<file path="src/rtl/decode_stage_if.sv">
// Decode-stage port bundle: fetch-side request, write-back port, flush and the ID/EX result.
// The decoder uses the slave modport; the fetch/execute side (or a bench) uses master.
interface decode_stage_if #(
  parameter int XLEN  = 32,
  parameter int NREGS = 32
);
  localparam int RA = $clog2(NREGS);

  logic            in_valid;
  logic            in_ready;
  logic [31:0]     instr;
  logic [XLEN-1:0] pc_4;
  logic            wb_en;
  logic [RA-1:0]   wb_addr;
  logic [XLEN-1:0] wb_data;
  logic            flush;
  logic            out_valid;
  logic            out_ready;
  logic [5:0]      out_opcode;
  logic [5:0]      out_funct;
  logic [4:0]      out_shamt;
  logic [RA-1:0]   out_rs;
  logic [RA-1:0]   out_rt;
  logic [RA-1:0]   out_rd;
  logic [XLEN-1:0] out_dato_a;
  logic [XLEN-1:0] out_dato_b;
  logic [XLEN-1:0] out_imm;
  logic            out_jump;
  logic [XLEN-1:0] out_jump_addr;
  logic            out_is_load;
  logic            branch_taken;
  logic [XLEN-1:0] branch_target;

  modport master (
    output in_valid, instr, pc_4, wb_en, wb_addr, wb_data, flush, out_ready,
    input  in_ready, out_valid, out_opcode, out_funct, out_shamt, out_rs, out_rt, out_rd,
           out_dato_a, out_dato_b, out_imm, out_jump, out_jump_addr, out_is_load,
           branch_taken, branch_target
  );

  modport slave (
    input  in_valid, instr, pc_4, wb_en, wb_addr, wb_data, flush, out_ready,
    output in_ready, out_valid, out_opcode, out_funct, out_shamt, out_rs, out_rt, out_rd,
           out_dato_a, out_dato_b, out_imm, out_jump, out_jump_addr, out_is_load,
           branch_taken, branch_target
  );
endinterface

</file>
<file path="src/rtl/decode_stage.sv">
// Pipelined MIPS decode stage: register file with write-back bypass, immediate/jump formation,
// ID/EX output register with load-use stall and flush. DECODE_BRANCH_CMP_EN adds early branch resolution.
module decode_stage #(
  parameter int XLEN  = 32,
  parameter int NREGS = 32
) (
  input logic           clk,
  input logic           reset,
  decode_stage_if.slave bus
);
  localparam int RA = $clog2(NREGS);

  logic [5:0]      opcode;
  logic [RA-1:0]   rs, rt, rd;
  logic [XLEN-1:0] regs [NREGS];
  logic [XLEN-1:0] dato_a, dato_b;
  logic [XLEN-1:0] imm, imm_sext, jump_addr;
  logic            is_jump, uses_rt, hazard, accept;

  assign opcode   = bus.instr[31:26];
  assign rs       = RA'(bus.instr[25:21]);
  assign rt       = RA'(bus.instr[20:16]);
  assign rd       = RA'(bus.instr[15:11]);
  assign imm_sext = XLEN'($signed(bus.instr[15:0]));

  // Register 0 is hard-wired; a write-back in flight is forwarded to the captured operand.
  assign dato_a = (rs == '0) ? '0 : (bus.wb_en && bus.wb_addr == rs) ? bus.wb_data : regs[rs];
  assign dato_b = (rt == '0) ? '0 : (bus.wb_en && bus.wb_addr == rt) ? bus.wb_data : regs[rt];

  // NOTE: imm gets a default before the case so every path assigns it and no latch is inferred.
  always_comb begin
    imm = '0;
    case (opcode)
      6'h08, 6'h09, 6'h0A, 6'h23, 6'h2B, 6'h04, 6'h05: imm = imm_sext;
      6'h0C, 6'h0D, 6'h0E:                             imm = XLEN'(bus.instr[15:0]);
      6'h0F:                                           imm = XLEN'($signed({bus.instr[15:0], 16'h0000}));
      default:                                         imm = '0;
    endcase
  end

  assign is_jump   = (opcode == 6'h02) || (opcode == 6'h03);
  assign jump_addr = is_jump ? {bus.pc_4[XLEN-1:28], bus.instr[25:0], 2'b00} : '0;

  // A load in ID/EX blocks any consumer of its destination until it has moved on.
  assign uses_rt = opcode inside {6'h00, 6'h04, 6'h05, 6'h2B};
  assign hazard  = bus.out_valid && bus.out_is_load && (bus.out_rt != '0) &&
                   ((bus.out_rt == rs) || (uses_rt && bus.out_rt == rt));

  assign bus.in_ready = (!bus.out_valid || bus.out_ready) && !hazard;
  assign accept       = bus.in_valid && bus.in_ready;

  // NOTE: the register file is in the reset domain so every register reads 0 after reset; it maps to flops, not RAM.
  always_ff @(posedge clk or posedge reset) begin
    if (reset) begin
      for (int i = 0; i < NREGS; i++) regs[i] <= '0;
    end else if (bus.wb_en && bus.wb_addr != '0) begin
      regs[bus.wb_addr] <= bus.wb_data;
    end
  end

  // NOTE: non-blocking assignments so every ID/EX field samples the pre-edge operands and handshake.
  always_ff @(posedge clk or posedge reset) begin
    if (reset) begin
      bus.out_valid     <= 1'b0;
      bus.out_opcode    <= '0;
      bus.out_funct     <= '0;
      bus.out_shamt     <= '0;
      bus.out_rs        <= '0;
      bus.out_rt        <= '0;
      bus.out_rd        <= '0;
      bus.out_dato_a    <= '0;
      bus.out_dato_b    <= '0;
      bus.out_imm       <= '0;
      bus.out_jump      <= 1'b0;
      bus.out_jump_addr <= '0;
      bus.out_is_load   <= 1'b0;
    end else if (bus.flush) begin
      bus.out_valid <= 1'b0;
    end else if (accept) begin
      bus.out_valid     <= 1'b1;
      bus.out_opcode    <= opcode;
      bus.out_funct     <= bus.instr[5:0];
      bus.out_shamt     <= bus.instr[10:6];
      bus.out_rs        <= rs;
      bus.out_rt        <= rt;
      bus.out_rd        <= rd;
      bus.out_dato_a    <= dato_a;
      bus.out_dato_b    <= dato_b;
      bus.out_imm       <= imm;
      bus.out_jump      <= is_jump;
      bus.out_jump_addr <= jump_addr;
      bus.out_is_load   <= (opcode == 6'h23);
    end else if (bus.out_ready) begin
      bus.out_valid <= 1'b0;
    end
  end

`ifdef DECODE_BRANCH_CMP_EN
  logic            br_taken_next;
  logic [XLEN-1:0] br_target_next;

  assign br_taken_next  = ((opcode == 6'h04) && (dato_a == dato_b)) ||
                          ((opcode == 6'h05) && (dato_a != dato_b));
  assign br_target_next = bus.pc_4 + (imm_sext << 2);

  always_ff @(posedge clk or posedge reset) begin
    if (reset) begin
      bus.branch_taken  <= 1'b0;
      bus.branch_target <= '0;
    end else if (!bus.flush && accept) begin
      bus.branch_taken  <= br_taken_next;
      bus.branch_target <= br_target_next;
    end
  end
`else
  logic unused_pc_low;

  assign bus.branch_taken  = 1'b0;
  assign bus.branch_target = '0;
  assign unused_pc_low     = ^bus.pc_4[27:0];
`endif
endmodule

</file>
<file path="src/flat_wrapper.sv">
// flat-port wrapper written by rule: the top's interface ports become plain ports
module decode_stage_flat 
#(
  parameter int XLEN  = 32,
  parameter int NREGS = 32
)
  (clk, reset, bus_in_valid, bus_instr, bus_pc_4, bus_wb_en, bus_wb_addr, bus_wb_data, bus_flush, bus_out_ready, bus_in_ready, bus_out_valid, bus_out_opcode, bus_out_funct, bus_out_shamt, bus_out_rs, bus_out_rt, bus_out_rd, bus_out_dato_a, bus_out_dato_b, bus_out_imm, bus_out_jump, bus_out_jump_addr, bus_out_is_load, bus_branch_taken, bus_branch_target);
  decode_stage_if #(.XLEN(XLEN), .NREGS(NREGS)) bus_i ();
  input logic clk;
  input logic reset;
  input wire logic [$bits(bus_i.in_valid)-1:0] bus_in_valid;
  input wire logic [$bits(bus_i.instr)-1:0] bus_instr;
  input wire logic [$bits(bus_i.pc_4)-1:0] bus_pc_4;
  input wire logic [$bits(bus_i.wb_en)-1:0] bus_wb_en;
  input wire logic [$bits(bus_i.wb_addr)-1:0] bus_wb_addr;
  input wire logic [$bits(bus_i.wb_data)-1:0] bus_wb_data;
  input wire logic [$bits(bus_i.flush)-1:0] bus_flush;
  input wire logic [$bits(bus_i.out_ready)-1:0] bus_out_ready;
  output wire logic [$bits(bus_i.in_ready)-1:0] bus_in_ready;
  output wire logic [$bits(bus_i.out_valid)-1:0] bus_out_valid;
  output wire logic [$bits(bus_i.out_opcode)-1:0] bus_out_opcode;
  output wire logic [$bits(bus_i.out_funct)-1:0] bus_out_funct;
  output wire logic [$bits(bus_i.out_shamt)-1:0] bus_out_shamt;
  output wire logic [$bits(bus_i.out_rs)-1:0] bus_out_rs;
  output wire logic [$bits(bus_i.out_rt)-1:0] bus_out_rt;
  output wire logic [$bits(bus_i.out_rd)-1:0] bus_out_rd;
  output wire logic [$bits(bus_i.out_dato_a)-1:0] bus_out_dato_a;
  output wire logic [$bits(bus_i.out_dato_b)-1:0] bus_out_dato_b;
  output wire logic [$bits(bus_i.out_imm)-1:0] bus_out_imm;
  output wire logic [$bits(bus_i.out_jump)-1:0] bus_out_jump;
  output wire logic [$bits(bus_i.out_jump_addr)-1:0] bus_out_jump_addr;
  output wire logic [$bits(bus_i.out_is_load)-1:0] bus_out_is_load;
  output wire logic [$bits(bus_i.branch_taken)-1:0] bus_branch_taken;
  output wire logic [$bits(bus_i.branch_target)-1:0] bus_branch_target;
  assign bus_i.in_valid = bus_in_valid;
  assign bus_i.instr = bus_instr;
  assign bus_i.pc_4 = bus_pc_4;
  assign bus_i.wb_en = bus_wb_en;
  assign bus_i.wb_addr = bus_wb_addr;
  assign bus_i.wb_data = bus_wb_data;
  assign bus_i.flush = bus_flush;
  assign bus_i.out_ready = bus_out_ready;
  assign bus_in_ready = bus_i.in_ready;
  assign bus_out_valid = bus_i.out_valid;
  assign bus_out_opcode = bus_i.out_opcode;
  assign bus_out_funct = bus_i.out_funct;
  assign bus_out_shamt = bus_i.out_shamt;
  assign bus_out_rs = bus_i.out_rs;
  assign bus_out_rt = bus_i.out_rt;
  assign bus_out_rd = bus_i.out_rd;
  assign bus_out_dato_a = bus_i.out_dato_a;
  assign bus_out_dato_b = bus_i.out_dato_b;
  assign bus_out_imm = bus_i.out_imm;
  assign bus_out_jump = bus_i.out_jump;
  assign bus_out_jump_addr = bus_i.out_jump_addr;
  assign bus_out_is_load = bus_i.out_is_load;
  assign bus_branch_taken = bus_i.branch_taken;
  assign bus_branch_target = bus_i.branch_target;
  decode_stage #(.XLEN(XLEN), .NREGS(NREGS)) u_core (.clk(clk), .reset(reset), .bus(bus_i));
endmodule
</file>
<file path="config.mk">
export PLATFORM = sky130hd
export DESIGN_NAME = decode_stage_flat
export DESIGN_NICKNAME = d
export VERILOG_FILES = /design/src/rtl/decode_stage_if.sv /design/src/rtl/decode_stage.sv /design/src/flat_wrapper.sv
export SDC_FILE = /design/constraint.sdc
export NUM_CORES = 2
export LEC_CHECK = 0
export ABC_CLOCK_PERIOD_IN_PS = 57800
export CORE_ASPECT_RATIO = 1.75
export CORE_UTILIZATION = 68
export CTS_BUF_LIST = sky130_fd_sc_hd__clkbuf_8
export DETAILED_ROUTE_END_ITERATION = 8
export PLACE_DENSITY = 0.85
export SETUP_SLACK_MARGIN = 0.3
export SYNTH_ARGS = -nofsm -noshare
export SYNTH_HDL_FRONTEND = slang
export SYNTH_SLANG_ARGS = --single-unit
</file>
<file path="constraint.sdc">
create_clock -name clk -period 57.8 [get_ports clk]
set_input_delay 8.67 -clock clk [delete_from_list [all_inputs] [get_ports clk]]
set_output_delay 8.67 -clock clk [all_outputs]
set_load 0.02 [all_outputs]
</file>
==> out/metrics.yaml <==
outcome: "finished clean"
pwr-share-clk_pct: 29.8
min_period_over_period_pct: 34.48
fin_tns_setup_ns: 0
maxCapViolCount: 0
synth_cell_type_count: 46
rsz0062_at_grt: "no"
track_usage_pct: 43.75
setup_viol: 0
crit_arrival_ns: 11.26
maxSlewHeadroom_pct: 13.40
use_met1_pct: 53.15
yosysSeqAreaShare_pct: 49.29
drt_iter0_drc: 5052
synth-seq-cells: 1185
ant_nets: 0
coreArea_um2: 87740
critPathMaxFanout: 8
worst_slew_pin_slew_ns: 1.296
final_util_pct: 75.92
final_common_cell: "dfrtp_1"
die_w_um: 226.8
cts_resized: 0
ys_warn_count: 0
max-clock-path-buffers: 3
ios: 304
grt_pass1_wl_um: 280600
via_per_inst: 7.569
p_sw_w: 0.0006424
post_drt_wl_per_cell_um: 34.26
grt_pass1_vias: 43310
nets: 4350
combPwrFrac_pct: 21.2
hpwlAfterDp_um: 102900
final_hold_viol_count: 0
grt_max_degree: 160
cts-root-buf: "clkbuf_8"
syn_area_um2: 60160
drc: 0
place_congestion: 0.8345
vias: 41960
worst_setup_path_end_kind: "output pin"
cts.sinks: 1185
cts_tree: "done"
fmax_mhz: 50.18
post-cts-setup-buffer-count: 0
cts_buffers: 164
drt_wl_total_um: 190000
sequentialPowerShare_pct: 49.0
final_cell_mix: "dfrtp_1 (1185), mux2_2 (1022), mux4_2 (388)"
synth_cells: 4199
p_leak_nw: 28.97
fin_crit_ns: 19.93
antenna_found_initial: 10
start_util_pct: 68.56
powerDensity_nw_per_um2: 33.65
die_area_um2: 89710
drv_slew: 0
max-vdd-ir-drop_mv: 0.02515
holdWs_ns: 0.4051
fp.dieH_um: 395.5
grt_util_met2_pct: 65.43
p_int_w: 0.001600
dr.pass1.iters: 6
fin_cells: 5544
htreeDepth: 4
overflow: 0
grt_busiest_layer: "met2"
finClkSkew_ns: 0.02910
cp-start-kind: "primary input"
criticalPathCategory: "in2out"
portBuffers: 240
std_cell_rows: 144
syn_avg_cell_area_um2: 14.33
switching_share_pct: 28.65
path_clk_slew_ns: 0.07
hold_path_class: "reg2reg"
grtUsageMet3_pct: 14.58
holdBufCountCts: 0
area_growth_syn_to_layout_pct: 10.74
clkLatencyLatePin_ns: 0.91
placed_cells: 5245
cp.required_ns: 49.13
drive_gt1_share_pct: 41.58
==> critical path, cell delays in order <==
cell,delay (ns)
clkdlybuf4s50_1,0.55
nand4b_1,0.34
o22ai_1,0.27
nand3_1,0.30
o21ai_1,0.47
a21oi_1,0.10
clkdlybuf4s50_1,0.56
==> metrics by stage <==
stage               power [W]  setup WS [ns]  instance area (µm²)
global placement     0.001542          37.96                63240
global route         0.002319          37.72                66610
CTS                  0.002233          37.91                66600
detailed placement   0.001574          37.92                63240
floorplan            0.001427          15.75                60290
finish               0.002242          37.87                66620
==> flip-flops by register name, indices dropped and copies added (netlist names), 5 cells and up <==
name / flops
u_core.bus.out_dato_a: 32
u_core.bus.out_rd: 5
u_core.bus.out_dato_b: 32
u_core.bus.out_funct: 6
u_core.bus.out_rt: 5
u_core.regs: 1024
u_core.bus.out_rs: 5
u_core.bus.out_shamt: 5
u_core.bus.out_jump_addr: 30
u_core.bus.out_imm: 32
u_core.bus.out_opcode: 6
==> area by class of cell <==
type | count | area [µm²]
fill | 5251 | 21130
timing repair buffer | 335 | 3193
multi-input combinational | 2550 | 28900
sequential | 1185 | 29650
clock buffer | 213 | 2932
antenna | 8 | 20.02
inverter | 7 | 33.78
clock inverter | 78 | 427.9
tap | 1168 | 1461
==> power by group through the flow <==
stage / clock network (W) / logic [W] / registers, W
after floorplan: 0 / 0.000336 / 0.00109
after global placement: 0 / 0.000453 / 0.00109
after detailed placement: 0 / 0.000469 / 0.00111
after CTS: 0.000671 / 0.000472 / 0.00109
after global routing: 0.000703 / 0.000502 / 0.00111
final: 0.000669 / 0.000475 / 0.00110
==> synth_stat cells, drive strengths merged <==
cell type	instances	area, µm²
or4	2	22.52
nand3	6	30.03
nor4	6	37.54
a22oi	248	1862
buf	185	958.4
dfrtp	1185	29650
a2111oi	2	17.52
o22ai	1	6.260
a211oi	2	15.01
mux2	1022	11510
o211ai	1	21.27
a21oi	17	85.08
nand3b	5	37.54
nor3	4	20.02
or3b	1	8.760
inv	7	26.28
nand4b	1	8.760
and2	4	25.03
a31oi	127	794.5
a221o	64	640.6
nand2b	6	37.54
nand2	134	503.0
nor3b	7	57.55
o2111ai	3	26.28
mux2i	250	2502
conb	1	3.750
o41ai	1	8.760
a22o	62	543.0
o21ai	73	365.4
xnor2	6	52.55
nand4	1	6.260
clkbuf	306	1149
nor2	39	146.4
xor2	15	131.4
or2	1	6.260
nor2b	11	68.82
and3	1	6.260
or3	3	18.77
mux4	388	8738
and3b	1	8.760
==> metal layers <==
metal | wire (µm) | vias to the layer above
li1 | - | 16170
met1 | 62580 | 21650
met2 | 87660 | 3141
met3 | 23450 | 997
met4 | 16200 | 10
met5 | 63 | -
==> path summary, 6_finish.rpt <==
path / cells past startpoint / endpoint / slack, ns / start
worst max-delay path: 7 / bus_in_ready / 37.87 / bus_instr[28]
worst min-delay path: 0 / u_core.regs[1010]$_DFFE_PP0P_ / 0.41 / u_core.regs[1010]$_DFFE_PP0P_
worst max register to register: 7 / u_core.bus.out_rd[0]$_DFFE_PP0P_ / 54.00 / u_core.bus.out_rt[0]$_DFFE_PP0P_
worst min register to register: 0 / u_core.regs[1010]$_DFFE_PP0P_ / 0.41 / u_core.regs[1010]$_DFFE_PP0P_
max in group asynchronous: 8 / u_core.bus.out_dato_b[18]$_DFFE_PP0P_ / 43.67 / reset
min in group asynchronous: 2 / u_core.bus.out_dato_a[0]$_DFFE_PP0P_ / 8.30 / reset
==> cell families after synthesis <==
logic type             after synthesis  share of synthesized area, %
other                                1                      0.006233
buffers and inverters              498                         3.546
XOR/XNOR                            21                        0.3057
multiplexers                      1660                         37.82
AND/OR/NAND/NOR                    233                         1.745
flip-flops                        1185                         49.29
AO/OA/AOI/OAI                      601                         7.290
Note: power is estimated with default switching activity, not from simulation.
